### config.mk
export PLATFORM = sky130hd
export DESIGN_NAME = load_store_unit
export DESIGN_NICKNAME = d
export VERILOG_FILES = /design/src/rtl/load_store_unit.sv
export SDC_FILE = /design/constraint.sdc
export NUM_CORES = 1
export LEC_CHECK = 0
export BUFFER_PORTS_ARGS = -buffer_cell sky130_fd_sc_hd__buf_2
export CORE_UTILIZATION = 30
export DETAILED_ROUTE_END_ITERATION = 7
export GPL_TIMING_DRIVEN = 1
export MAX_ROUTING_LAYER = met4
export PLACE_DENSITY_LB_ADDON = 0.3
export SYNTH_ARGS = -nofsm -noshare
export SYNTH_HDL_FRONTEND = slang
export SYNTH_SLANG_ARGS = --single-unit
### constraint.sdc
create_clock -name clk -period 2.98 [get_ports clk]
set_input_delay 0.298 -clock clk [delete_from_list [all_inputs] [get_ports clk]]
set_output_delay 0.298 -clock clk [all_outputs]
set_load 0.1 [all_outputs]
### src/rtl/load_store_unit.sv
// Load/store unit: one request at a time, sub-word extend and
// read-modify-write, byte-order conversion to the memory port.
module load_store_unit #(
  parameter int unsigned MEM_BYTES = 1024
) (
  input  logic        clk,
  input  logic        rst,
  input  logic        req_valid,
  output logic        req_ready,
  input  logic        req_write,
  input  logic [1:0]  req_size,
  input  logic        req_signed,
  input  logic [31:0] req_address,
  input  logic [31:0] req_wdata,
  output logic        resp_valid,
  output logic [31:0] resp_rdata,
  output logic        resp_fault,
  output logic [31:0] mem_address,
  output logic [31:0] mem_write_data,
  output logic        _mem_read,
  output logic        _mem_write,
  input  logic [31:0] mem_out
);

  localparam logic [1:0] S_IDLE = 2'd0;
  localparam logic [1:0] S_RD   = 2'd1;
  localparam logic [1:0] S_WR   = 2'd2;
  localparam logic [1:0] S_RESP = 2'd3;

  localparam logic [31:0] MAX_ADDR = 32'(MEM_BYTES - 4);

  logic [1:0]  state_q, state_d;
  logic        write_q, write_d;
  logic [1:0]  size_q, size_d;
  logic        signed_q, signed_d;
  logic        fault_q, fault_d;
  logic [31:0] addr_q, addr_d;
  logic [15:0] wdata_q, wdata_d;
  // word_q: store data to write, or the finished load result
  logic [31:0] word_q, word_d;

  logic [31:0] mem_word;
  logic [31:0] load_ext;
  logic [31:0] store_merge;

  assign mem_word = {mem_out[7:0], mem_out[15:8],
                     mem_out[23:16], mem_out[31:24]};

  always_comb begin
    load_ext = mem_word;
    unique case (size_q)
      2'b00: load_ext = signed_q ? {{24{mem_word[7]}}, mem_word[7:0]}
                                 : {24'd0, mem_word[7:0]};
      2'b01: load_ext = signed_q ? {{16{mem_word[15]}}, mem_word[15:0]}
                                 : {16'd0, mem_word[15:0]};
      default: load_ext = mem_word;
    endcase
  end

  always_comb begin
    store_merge = mem_word;
    unique case (size_q)
      2'b00:   store_merge = {mem_word[31:8], wdata_q[7:0]};
      2'b01:   store_merge = {mem_word[31:16], wdata_q};
      default: store_merge = mem_word;
    endcase
  end

  always_comb begin
    state_d  = state_q;
    write_d  = write_q;
    size_d   = size_q;
    signed_d = signed_q;
    fault_d  = fault_q;
    addr_d   = addr_q;
    wdata_d  = wdata_q;
    word_d   = word_q;
    unique case (state_q)
      S_IDLE: begin
        if (req_valid && req_ready) begin
          write_d  = req_write;
          size_d   = req_size;
          signed_d = req_signed;
          addr_d   = req_address;
          wdata_d  = req_wdata[15:0];
          word_d   = req_wdata;
          fault_d  = (req_size == 2'b11) || (req_address > MAX_ADDR);
          if (fault_d)
            state_d = S_RESP;
          else if (req_write && req_size == 2'b10)
            state_d = S_WR;
          else
            state_d = S_RD;
        end
      end
      S_RD: begin
        word_d  = write_q ? store_merge : load_ext;
        state_d = write_q ? S_WR : S_RESP;
      end
      S_WR:    state_d = S_RESP;
      default: state_d = S_IDLE;
    endcase
  end

  always_ff @(posedge clk) begin
    if (rst) begin
      state_q  <= S_IDLE;
      write_q  <= 1'b0;
      size_q   <= 2'b00;
      signed_q <= 1'b0;
      fault_q  <= 1'b0;
      addr_q   <= 32'd0;
      wdata_q  <= 16'd0;
      word_q   <= 32'd0;
    end else begin
      state_q  <= state_d;
      write_q  <= write_d;
      size_q   <= size_d;
      signed_q <= signed_d;
      fault_q  <= fault_d;
      addr_q   <= addr_d;
      wdata_q  <= wdata_d;
      word_q   <= word_d;
    end
  end

  // Every output is gated by rst so a reset cycle is quiet
  assign req_ready  = (state_q == S_IDLE) && !rst;
  assign resp_valid = (state_q == S_RESP) && !rst;
  assign resp_fault = resp_valid && fault_q;
  assign resp_rdata = (resp_valid && !fault_q && !write_q) ? word_q : 32'd0;
  assign _mem_read  = (state_q == S_RD) && !rst;
  assign _mem_write = (state_q == S_WR) && !rst;

  assign mem_address    = (_mem_read || _mem_write) ? addr_q : 32'd0;
  assign mem_write_data = _mem_write ? word_q : 32'd0;

endmodule

==> results.rst, run 1 <==
.. list-table::
   :header-rows: 1

   * - Metric
     - Value
   * - Later-pin clock latency in the skew report
     - 0.34 ns
   * - Largest net degree at the start of global routing
     - 105
   * - CTS tree
     - built
   * - Primary FF master, synth
     - dfxtp_1
   * - Number of global-route vias before repair
     - 4452
   * - Classification of the worst-slack hold path
     - in -> reg
   * - Kind of launch point of the worst setup path
     - flip-flop
   * - Placed Cells
     - 941
   * - Synthesized net count
     - 700
   * - Arrival time worst endpoint
     - 2.12 ns
   * - Final Hold Violating Endpoints
     - 0
   * - Antenna violations before repair
     - 5
   * - All-Layer GR Usage
     - 18.8%
   * - Number of buffers created by CTS
     - 9
   * - Starting density of the core
     - 31.3%
   * - Synth-to-Final Area Change
     - 64.8%
   * - GPL Wtd Cong
     - 0.780
   * - Worst setup slack before clock tree synthesis
     - 0.922 ns
   * - # resized after CTS
     - 0
   * - Vias
     - 4586
   * - Congestion Overflow GR
     - 0
   * - Count of non-filler cells in the finished layout
     - 963
   * - Crit-path most repeated cell
     - nor2b_2
   * - Starting DRC count in detailed routing
     - 211
   * - Layout cells sized above 1
     - 35.7%
   * - Final setup violation count
     - 0
   * - Cell area after synthesis
     - 0.00461 mm^2
   * - Core area
     - 0.0148 mm^2
   * - Maximum level of the CTS H-tree
     - 3
   * - Remaining max-slew budget at the tightest pin
     - 64.7%
   * - Die outline width
     - 126 um
   * - Wire length of the first global-routing pass
     - 23000 um
   * - Biggest fanout along the worst timing path
     - 32
   * - Io pins
     - 204
   * - Top library cells by usage in the layout, fill and taps aside
     - buf_2 (106), buf_12 (98), nand2_1 (94)
   * - Count of state elements after synthesis
     - 87
   * - Library cell occupying the most area in the post-synthesis netlist
     - dfxtp_1
   * - Count of flip-flops with a built-in enable after synthesis
     - 0
   * - Average footprint of a synthesized cell
     - 7.79 um^2
   * - Clock period minus worst slack
     - 2.42 ns
   * - Detail Placement HPWL
     - 10400 um
   * - TritonCTS Sinks
     - 87
   * - Max-cap check violation count
     - 0
   * - Library cells used by synthesis
     - 46
   * - Wire length per cell
     - 14.8 um
   * - Worst Setup Path Type
     - reg -> out
   * - Top area cells in the synthesized netlist
     - dfxtp_1 (38%), and2_1 (8.8%), o21ai_0 (8.7%), nand2_1 (7.7%), nand2b_1 (6.9%)
   * - Pwr dens
     - 675 mW/mm^2
   * - Run status
     - completed
   * - Final number of max-transition violations
     - 0
   * - Data required time of the worst path
     - 2.68 ns
   * - Sequential share of the synthesized area
     - 37.8%
   * - Peak ir drop on the vdd network
     - 0.000314 V
   * - Total Wirelength
     - 14200 um
   * - Setup repair after global routing missed its margin
     - no
   * - Count of antenna-violating nets left after detailed routing
     - 0
   * - Worst Max-Slew Pin Slew
     - 0.529 ns
   * - Detailed-route vias per instance
     - 4.76
   * - Type of destination of the critical path
     - output pin
   * - Die Outline Area
     - 0.0159 mm^2
   * - Warning count from the yosys run
     - 0
   * - Post-route total power
     - 0.00513 W
   * - Number of optimization iterations in the first detailed-route pass
     - 4
   * - Most common library cell in the layout ignoring fill and taps
     - buf_2
   * - Post-route DRC
     - 0
   * - Gate count after technology mapping
     - 592
   * - Cell at the root of the clock tree
     - clkbuf_16
   * - # hold bufs at CTS
     - 0
   * - Number of setup buffers added after CTS
     - 0
   * - Clock-pin slew of the registers on the worst-case setup and hold paths
     - 0.06 ns
   * - Critical-path cell list
     - inv_1 -> ha_1 -> nor2b_2 -> nor2_4 -> buf_4 -> nor2b_2 -> buf_12
   * - Standard cell with the maximum stage delay on the critical path
     - buf_4
   * - Layout net count
     - 876
   * - Placement Rows
     - 44
   * - Share of the synthesized area in the top cell type
     - 37.8%
   * - Fraction of registers with async set or reset after synthesis
     - 0%
   * - Vertical die dimension
     - 126 um
   * - Max Clock Skew
     - 0.00946 ns
   * - Critical path buffers and inverters
     - 3
   * - Setup slack of the critical path after layout
     - 0.564 ns
   * - Clock tree buffer depth
     - 2
   * - Worst path max stage delay
     - 0.44 ns
   * - Leak pwr
     - 2.98 nW
   * - Tcrit/Tclk final
     - 81.1%
   * - I/O Buffers
     - 203
   * - Timing-limited maximum frequency
     - 0.414 GHz
   * - Cell family with the largest share of critical-path delay
     - buffers and inverters
[logic make-up after synthesis]
group | synth area share, %
AO/OA/AOI/OAI | 21.6
adder cells (fa/ha/maj) | 1.36
buffers and inverters | 5.89
flip-flops | 37.8
multiplexers | 0.434
AND/OR/NAND/NOR | 32.9
[per-layer routing]
| metal | share of wire, % | global-route usage (%) | up-vias |
|---|---|---|---|
| met5 | 0 | - | - |
| met4 | 1.4 | 6.73 | 0 |
| met3 | 7.4 | 4.29 | 14 |
| met2 | 45 | 29.4 | 180 |
| met1 | 46 | 23.6 | 2038 |
| li1 | - | - | 2354 |
[layout make-up]
| type | count | area [um^2] |
|---|---|---|
| Clock buffer | 11 | 243 |
| Clock inverter | 5 | 57.6 |
| Timing Repair Buffer | 213 | 2560 |
| Fill cell | 1379 | 7160 |
| Multi-Input combinational cell | 453 | 2740 |
| Tap cell | 184 | 230 |
| Antenna cell | 6 | 15.0 |
| Inverter | 4 | 15.0 |
| Sequential cell | 87 | 1740 |
[flip-flops by register name, indices dropped and copies added (netlist names)]
name,flops
word_q,32
wdata_q,16
fault_q,1
write_q,1
addr_q,32
state_q,2
size_q,2
signed_q,1
[worst reg2reg max path: stages, from the launching register on]
cell	delay, ns
dfxtp_1	0.36
inv_1	0.10
ha_1	0.41
mux2i_1	0.33
nor2b_2	0.18
buf_4	0.33
a22o_1	0.23
[Yosys cell counts (2+ instances only)]
master	count
buf_6	5
a21oi_1	22
a211oi_1	9
mux2i_1	2
o21ai_4	2
nor2_1	13
clkbuf_1	22
nor3_1	2
nor2b_1	39
buf_1	2
buf_2	16
ha_1	5
nor4_1	5
o21ai_0	80
nand2b_1	51
a31oi_1	8
o31a_1	2
a311oi_1	2
nor3b_1	2
or2b_1	2
o31ai_1	2
nand4_1	3
and2_1	65
a22o_1	9
o21ai_1	12
dfxtp_1	87
nand2_1	94
inv_1	4
a32o_1	7
o41ai_2	2
[worst paths after layout]
kind / from / slack (ns) / end / depth (start not counted)
max: state_q[0]$_SDFFE_PP0P_ / 0.56 / mem_address[9] / 7
min: req_signed / 0.16 / signed_q$_SDFFE_PP0P_ / 3
max reg2reg: state_q[0]$_SDFFE_PP0P_ / 0.98 / word_q[4]$_SDFFE_PP0P_ / 6
min reg2reg: word_q[27]$_SDFFE_PP0P_ / 0.45 / word_q[27]$_SDFFE_PP0P_ / 2
[report_power, final]
group          leakage, nW  internal, W  total, W  switching, W
combinational         2.11     0.000797   0.00230       0.00150
sequential           0.715      0.00148   0.00168      0.000205
clock                0.150     0.000673   0.00114      0.000471
[per-stage QoR]
step / hold WS, ns / util (%) / setup TNS, ns / instance area, um^2
CTS: 0.143 / 51.4 / 0 / 7580
global route: 0.179 / 51.5 / 0 / 7590
detailed placement: 0.445 / 49.4 / 0 / 7280
global placement: 0.440 / 49.4 / 0 / 7280
finish: 0.156 / 51.5 / 0 / 7600
floorplan: 0.406 / - / -0.0774 / 4720
Note: power is estimated with default switching activity, not from simulation.
==> run 2: changes to the inputs <==
Clock period 2.98 ns to 2.3 ns, I/O delays scaled along.
==> run 2 against run 1 <==
Against the previous run: count of clock-buffer cells in the layout fell by 1; sequential cell count stayed put; hold slack worse by 0.076 ns.
==> results.rst, run 2 (same netlist as run 1, synthesis figures left out) <==
.. list-table::
   :header-rows: 1

   * - Metric
     - Value
   * - Run status
     - completed
   * - Fillers
     - 1340 (-2.8%)
   * - Pwr dens
     - 891 mW/mm^2 (+32%)
   * - Crit-path most repeated cell
     - nor2b_4
   * - Cell family with the largest share of critical-path delay
     - buffers and inverters
   * - Remaining max-slew budget at the tightest pin
     - 65.5% (+0.82 points)
   * - Most common library cell in the layout ignoring fill and taps
     - buf_2
   * - Final number of max-transition violations
     - 0 (unchanged)
   * - Number of optimization iterations in the first detailed-route pass
     - 5 (+1)
   * - Worst Max-Slew Pin Slew
     - 0.516 ns (-0.0132 ns)
   * - Kind of launch point of the worst setup path
     - flip-flop
   * - Count of antenna-violating nets left after detailed routing
     - 0 (unchanged)
   * - Io pins
     - 204 (unchanged)
   * - Post-route total power
     - 0.00689 W (+34%)
   * - Congestion Overflow GR
     - 0 (unchanged)
   * - Maximum level of the CTS H-tree
     - 3 (unchanged)
   * - GPL Wtd Cong
     - 0.802 (+2.8%)
   * - Clock-pin slew of the registers on the worst-case setup and hold paths
     - 0.07 ns (about the same)
   * - Final core utilization
     - 52.4% (+0.87 points)
   * - Placement Rows
     - 44 (unchanged)
   * - Largest net degree at the start of global routing
     - 44 (-58%)
   * - Biggest fanout along the worst timing path
     - 5 (-84%)
   * - TritonCTS Sinks
     - 87 (unchanged)
   * - Clock tree buffer depth
     - 2 (unchanged)
   * - # resized after CTS
     - 0 (unchanged)
   * - Number of buffers created by CTS
     - 9 (unchanged)
   * - Number of global-route vias before repair
     - 4396 (-1.3%)
   * - Registers with the highest flip-flop counts
     - addr_q x32, word_q x32, wdata_q x16
   * - Tcrit/Tclk final
     - 95.1%
   * - Placed Cells
     - 947 (+0.64%)
   * - CTS tree
     - built
   * - Die outline width
     - 126 um (unchanged)
   * - Vertical die dimension
     - 126 um (unchanged)
   * - Die Outline Area
     - 0.0159 mm^2 (unchanged)
   * - Starting density of the core
     - 31.3% (unchanged)
   * - # hold bufs at CTS
     - 0 (unchanged)
   * - Max-cap check violation count
     - 0 (unchanged)
   * - Clock period minus worst slack
     - 2.19 ns
   * - Starting DRC count in detailed routing
     - 175 (-17%)
   * - Later-pin clock latency in the skew report
     - 0.34 ns (about the same)
   * - Layout cells sized above 1
     - 41.9% (+6.2 points)
   * - Timing-limited maximum frequency
     - 0.457 GHz
   * - Arrival time worst endpoint
     - 1.96 ns (-0.16 ns)
   * - Leak pwr
     - 3.06 nW (+2.8%)
   * - Layout net count
     - 883 (+0.80%)
   * - Setup repair after global routing missed its margin
     - no
   * - Synth-to-Final Area Change
     - 67.6%
   * - Worst path max stage delay
     - 0.42 ns (-0.02 ns)
   * - Worst Setup Path Type
     - reg -> out
   * - Wire length per cell
     - 15.0 um (+1.5%)
   * - Critical path buffers and inverters
     - 3 (unchanged)
   * - Number of setup buffers added after CTS
     - 0 (unchanged)
   * - Wire length of the first global-routing pass
     - 22900 um (-0.48%)
   * - Vias
     - 4682 (+2.1%)
   * - Total Wirelength
     - 14500 um (+1.7%)
   * - Detailed-route vias per instance
     - 4.85 (+1.9%)
   * - Peak ir drop on the vdd network
     - 0.000463 V (+48%)
   * - Standard cell with the maximum stage delay on the critical path
     - buf_2
   * - Final setup violation count
     - 0 (unchanged)
   * - Max Clock Skew
     - 0.00575 ns (-0.00371 ns)
   * - Classification of the worst-slack hold path
     - in -> reg
   * - All-Layer GR Usage
     - 18.8% (+0.022 points)
   * - Cell at the root of the clock tree
     - clkbuf_16
   * - Top library cells by usage in the layout, fill and taps aside
     - buf_2 (121), nand2_1 (94), buf_12 (88)
   * - Count of non-filler cells in the finished layout
     - 965 (+0.21%)
   * - Type of destination of the critical path
     - output pin
   * - Data required time of the worst path
     - 2.07 ns (-0.61 ns)
   * - Post-route DRC
     - 0 (unchanged)
   * - Detail Placement HPWL
     - 10700 um (+2.9%)
   * - Core area
     - 0.0148 mm^2 (unchanged)
   * - Final Hold Violating Endpoints
     - 0 (unchanged)
   * - Antenna violations before repair
     - 0 (-5)
   * - I/O Buffers
     - 203 (unchanged)
   * - Critical-path cell list
     - inv_1 -> ha_2 -> nor2b_4 -> nor2_4 -> buf_4 -> nor2b_4 -> buf_2
==> run 2: power breakdown <==
part	switching, W	internal (W)	total, W	leakage [nW]
Combinational	0.00204	0.00115	0.00319	2.21
Sequential	0.000292	0.00192	0.00221	0.716
Clock	0.000636	0.000848	0.00148	0.135
Total	0.00297	0.00391	0.00689	3.06
==> run 2: area by class of cell <==
cell class | count | area (um^2) | share of cell area, %
Multi-Input combinational cell | 453 | 2970 | 38.4
Timing Repair Buffer | 220 | 2470 | 31.9
Sequential cell | 87 | 1740 | 22.6
Tap cell | 184 | 230 | 2.98
Clock buffer | 10 | 229 | 2.96
Clock inverter | 6 | 70.1 | 0.907
Inverter | 4 | 15.0 | 0.194
Antenna cell | 1 | 2.50 | 0.0324
==> run 2: worst reg2reg max path: stages, from the launching register on <==
cell     delay, ns
dfxtp_2       0.35
inv_1         0.08
ha_1          0.35
mux2i_1       0.33
nor2b_2       0.19
buf_4         0.33
nand2_1       0.12
o21ai_0       0.09
==> run 2: worst paths after layout <==
check	depth (start not counted)	to	start	slack [ns]
max reg2reg	7	word_q[9]$_SDFFE_PP0P_	state_q[0]$_SDFFE_PP0P_	0.39
max	7	mem_address[28]	state_q[1]$_SDFFE_PP0P_	0.11
min	3	signed_q$_SDFFE_PP0P_	req_signed	0.08
min reg2reg	2	word_q[24]$_SDFFE_PP0P_	word_q[24]$_SDFFE_PP0P_	0.46
==> run 2: metal layers <==
metal | wire length [um] | part of all wire, % | global-route usage (%) | vias up
met5 | 0 | 0 | - | -
li1 | - | - | - | 2368
met3 | 1180 | 8.1 | 6.29 | 11
met2 | 6660 | 46 | 29.7 | 183
met1 | 6510 | 45 | 23.3 | 2120
met4 | 126 | 0.87 | 3.76 | 0
==> run 2: stage by stage <==
step           setup slack, ns  hold WS, ns  setup TNS, ns  instance area [um^2]
3_5_place_dp             0.417        0.439              0                  7400
5_1_grt                 0.0176       0.0916              0                  7720
2_1_floorplan           -0.168        0.338          -2.13                  5000
6_report                 0.112       0.0800              0                  7730
4_1_cts                 0.0506       0.0732              0                  7700
3_3_place_gp             0.459        0.432              0                  7400
==> run 3: changes to the inputs <==
Settings changed: CORE_UTILIZATION 30 to 48.
==> run 3 against run 2 <==
Against the previous run: largest cell class unchanged; maximum frequency is 0.32% lower; setup slack got worse by 0.0070 ns; first-iteration DRC count up 29%; register-to-register slack gained 0.07 ns; highest routed layer unchanged; die area decreased by 37%; global-route usage is 11 points higher; sequential power about the same; wire length increased by 0.99%.
==> results.rst, run 3 (same netlist as run 1, synthesis figures left out) <==
.. list-table::
   :header-rows: 1

   * - Metric
     - Value
   * - Run status
     - completed
   * - Number of buffers created by CTS
     - 9 (unchanged)
   * - Detail Placement HPWL
     - 10900 um (+1.7%)
   * - All-Layer GR Usage
     - 29.6% (+11 points)
   * - Later-pin clock latency in the skew report
     - 0.34 ns (about the same)
   * - Met3 GRT Util
     - 5.29% (-0.99 points)
   * - Number of optimization iterations in the first detailed-route pass
     - 5 (unchanged)
   * - Type of destination of the critical path
     - output pin
   * - Io pins
     - 204 (unchanged)
   * - Most common library cell in the layout ignoring fill and taps
     - buf_2
   * - Worst Max-Slew Pin Slew
     - 0.510 ns (-0.00544 ns)
   * - Die Outline Area
     - 0.0100 mm^2 (-37%)
   * - Pwr dens
     - 851 mW/mm^2 (-4.5%)
   * - Layout net count
     - 879 (-0.45%)
   * - Post-route DRC
     - 0 (unchanged)
   * - TritonCTS Sinks
     - 87 (unchanged)
   * - GPL Wtd Cong
     - 0.832 (+3.7%)
   * - Congestion Overflow GR
     - 0 (unchanged)
   * - Total Wirelength
     - 14600 um (+0.99%)
   * - Number of diodes
     - 0 (-1)
   * - Worst flop-to-flop path endpoint
     - state_q[0]$_SDFFE_PP0P_
   * - Timing-limited maximum frequency
     - 0.456 GHz (-0.32%)
   * - Max-cap check violation count
     - 0 (unchanged)
   * - Setup slack, reg-to-reg
     - 0.46 ns (+0.07 ns)
   * - Post-route total power
     - 0.00633 W (-8.0%)
   * - Setup repair after global routing missed its margin
     - no
   * - Registers with the highest flip-flop counts
     - addr_q x32, word_q x32, wdata_q x16
   * - Routing usage on met2
     - 50.9% (+21 points)
   * - Setup Total Neg Slack
     - 0 ns (unchanged)
   * - # hold bufs at CTS
     - 0 (unchanged)
   * - Core area
     - 0.00928 mm^2 (-37%)
   * - Maximum level of the CTS H-tree
     - 3 (unchanged)
   * - Largest net degree at the start of global routing
     - 75 (+70%)
   * - Launching point of the worst reg2reg path
     - state_q[1]$_SDFFE_PP0P_
   * - CTS tree
     - built
   * - Number of global-route vias before repair
     - 4778 (+8.7%)
   * - I/O Buffers
     - 203 (unchanged)
   * - Placement Rows
     - 35 (-20%)
   * - Worst Setup Path Type
     - reg -> out
   * - Global-route track usage on met1
     - 34.1% (+11 points)
   * - Die outline width
     - 100 um (-21%)
   * - Antenna violations before repair
     - 0 (unchanged)
   * - Max Clock Skew
     - 0.00639 ns (+0.000637 ns)
   * - Vias
     - 4928 (+5.3%)
   * - Detailed-route vias per instance
     - 5.46 (+13%)
   * - Worst reg2reg path depth
     - 6 (-1)
   * - Starting density of the core
     - 49.7% (+18 points)
   * - Classification of the worst-slack hold path
     - in -> reg
   * - Final number of max-transition violations
     - 0 (unchanged)
   * - Cell at the root of the clock tree
     - clkbuf_8
   * - Starting DRC count in detailed routing
     - 226 (+29%)
   * - Vertical die dimension
     - 100 um (-21%)
   * - End of the critical path
     - mem_address[7]
   * - Count of antenna-violating nets left after detailed routing
     - 0 (unchanged)
   * - Final setup violation count
     - 0 (unchanged)
   * - Kind of launch point of the worst setup path
     - flip-flop
   * - Clock tree buffer depth
     - 2 (unchanged)
   * - Layout cells sized above 1
     - 41.5% (-0.40 points)
   * - Top library cells by usage in the layout, fill and taps aside
     - buf_2 (105), nand2_1 (94), dfxtp_1 (85)
   * - Peak ir drop on the vdd network
     - 0.000566 V (+22%)
   * - Wire length of the first global-routing pass
     - 22900 um (about the same)
   * - Leak pwr
     - 2.96 nW (-3.4%)
   * - Remaining max-slew budget at the tightest pin
     - 65.9% (+0.36 points)
   * - Biggest fanout along the worst timing path
     - 14 (+9)
   * - Number of setup buffers added after CTS
     - 0 (unchanged)
   * - Clock-pin slew of the registers on the worst-case setup and hold paths
     - 0.08 ns (about the same)
   * - Data required time of the worst path
     - 2.07 ns (about the same)
   * - Launch point of the critical path
     - state_q[0]$_SDFFE_PP0P_
   * - Clock period minus worst slack
     - 2.20 ns (+0.00699 ns)
   * - Most Used Layer, Global Route
     - met2
   * - Worst hold path depth
     - 3 (unchanged)
   * - Wire length per cell
     - 16.2 um (+8.0%)
   * - Tcrit/Tclk final
     - 95.4% (+0.30 points)
   * - Final Hold Violating Endpoints
     - 0 (unchanged)
   * - Synth-to-Final Area Change
     - 61.4%
   * - Arrival time worst endpoint
     - 1.97 ns (about the same)
-- run 3: changes by cell type in the layout (fill, tap and decap cells not counted), moves of 3 or more --
cell	delta
buf_6	+3
clkbuf_8	+12
buf_12	-7
clkbuf_16	-10
clkbuf_4	+11
clkinvlp_4	-3
buf_2	-16
buf_4	+6
-- run 3: stage by stage --
step | util (%) | area (um^2) | setup WS, ns | hold WS [ns] | cells
2_1_floorplan | - | 5000 | -0.168 | 0.338 | 592
6_report | 80.2 | 7440 | 0.105 | 0.0878 | 902
5_1_grt | 80.2 | 7440 | 0.0288 | 0.0995 | 902
3_3_place_gp | 77.7 | 7220 | 0.443 | 0.429 | 889
3_5_place_dp | 77.7 | 7220 | 0.367 | 0.432 | 889
4_1_cts | 79.7 | 7400 | 0.000599 | 0.0734 | 902
-- run 3: per-layer routing --
layer / wire length (um) / part of all wire, %
met3: 1190 / 8.2
met4: 410 / 2.8
met5: 0 / 0
met2: 7330 / 50
met1: 5680 / 39
-- run 3: how the worst min path moves through the flow --
stage,startpoint,end,slack [ns]
final,req_signed,signed_q$_SDFFE_PP0P_,0.09
after global routing,req_address[6],addr_q[6]$_SDFFE_PP0P_,0.1
after CTS,req_signed,signed_q$_SDFFE_PP0P_,0.07
after detailed placement,req_signed,signed_q$_SDFFE_PP0P_,0.43
after global placement,req_signed,signed_q$_SDFFE_PP0P_,0.43
after floorplan,req_size[0],size_q[0]$_SDFFE_PP0P_,0.34
-- run 3: what timing repair did --
action                     4_1_cts  5_1_grt
resized for setup                7       14
gates cloned                     0        0
setup endpoints to repair        7       15
pin swaps                        0        0
-- run 3: report_power, final --
group	switching, W	internal, W	total [W]	leakage, nW
logic	0.00205	0.00108	0.00313	2.15
clock network	0.000505	0.000463	0.000968	0.0902
registers	0.000319	0.00192	0.00223	0.716
-- run 3: layout make-up --
| cell class | count | area, um^2 |
|---|---|---|
| multi-input combinational | 453 | 2970 |
| timing repair buffer | 216 | 2380 |
| fill | 604 | 1840 |
| sequential | 87 | 1740 |
| clock buffer | 12 | 165 |
| tap | 129 | 161 |
| inverter | 4 | 15.0 |
| clock inverter | 1 | 5.00 |
-- run 3: critical path, cell delays in order (launching register included) --
cell      delay, ns
dfxtp_2        0.39
inv_1          0.09
ha_1           0.21
nor2b_2        0.18
nor2_4         0.12
buf_6          0.27
nor2b_4        0.07
clkbuf_4       0.28
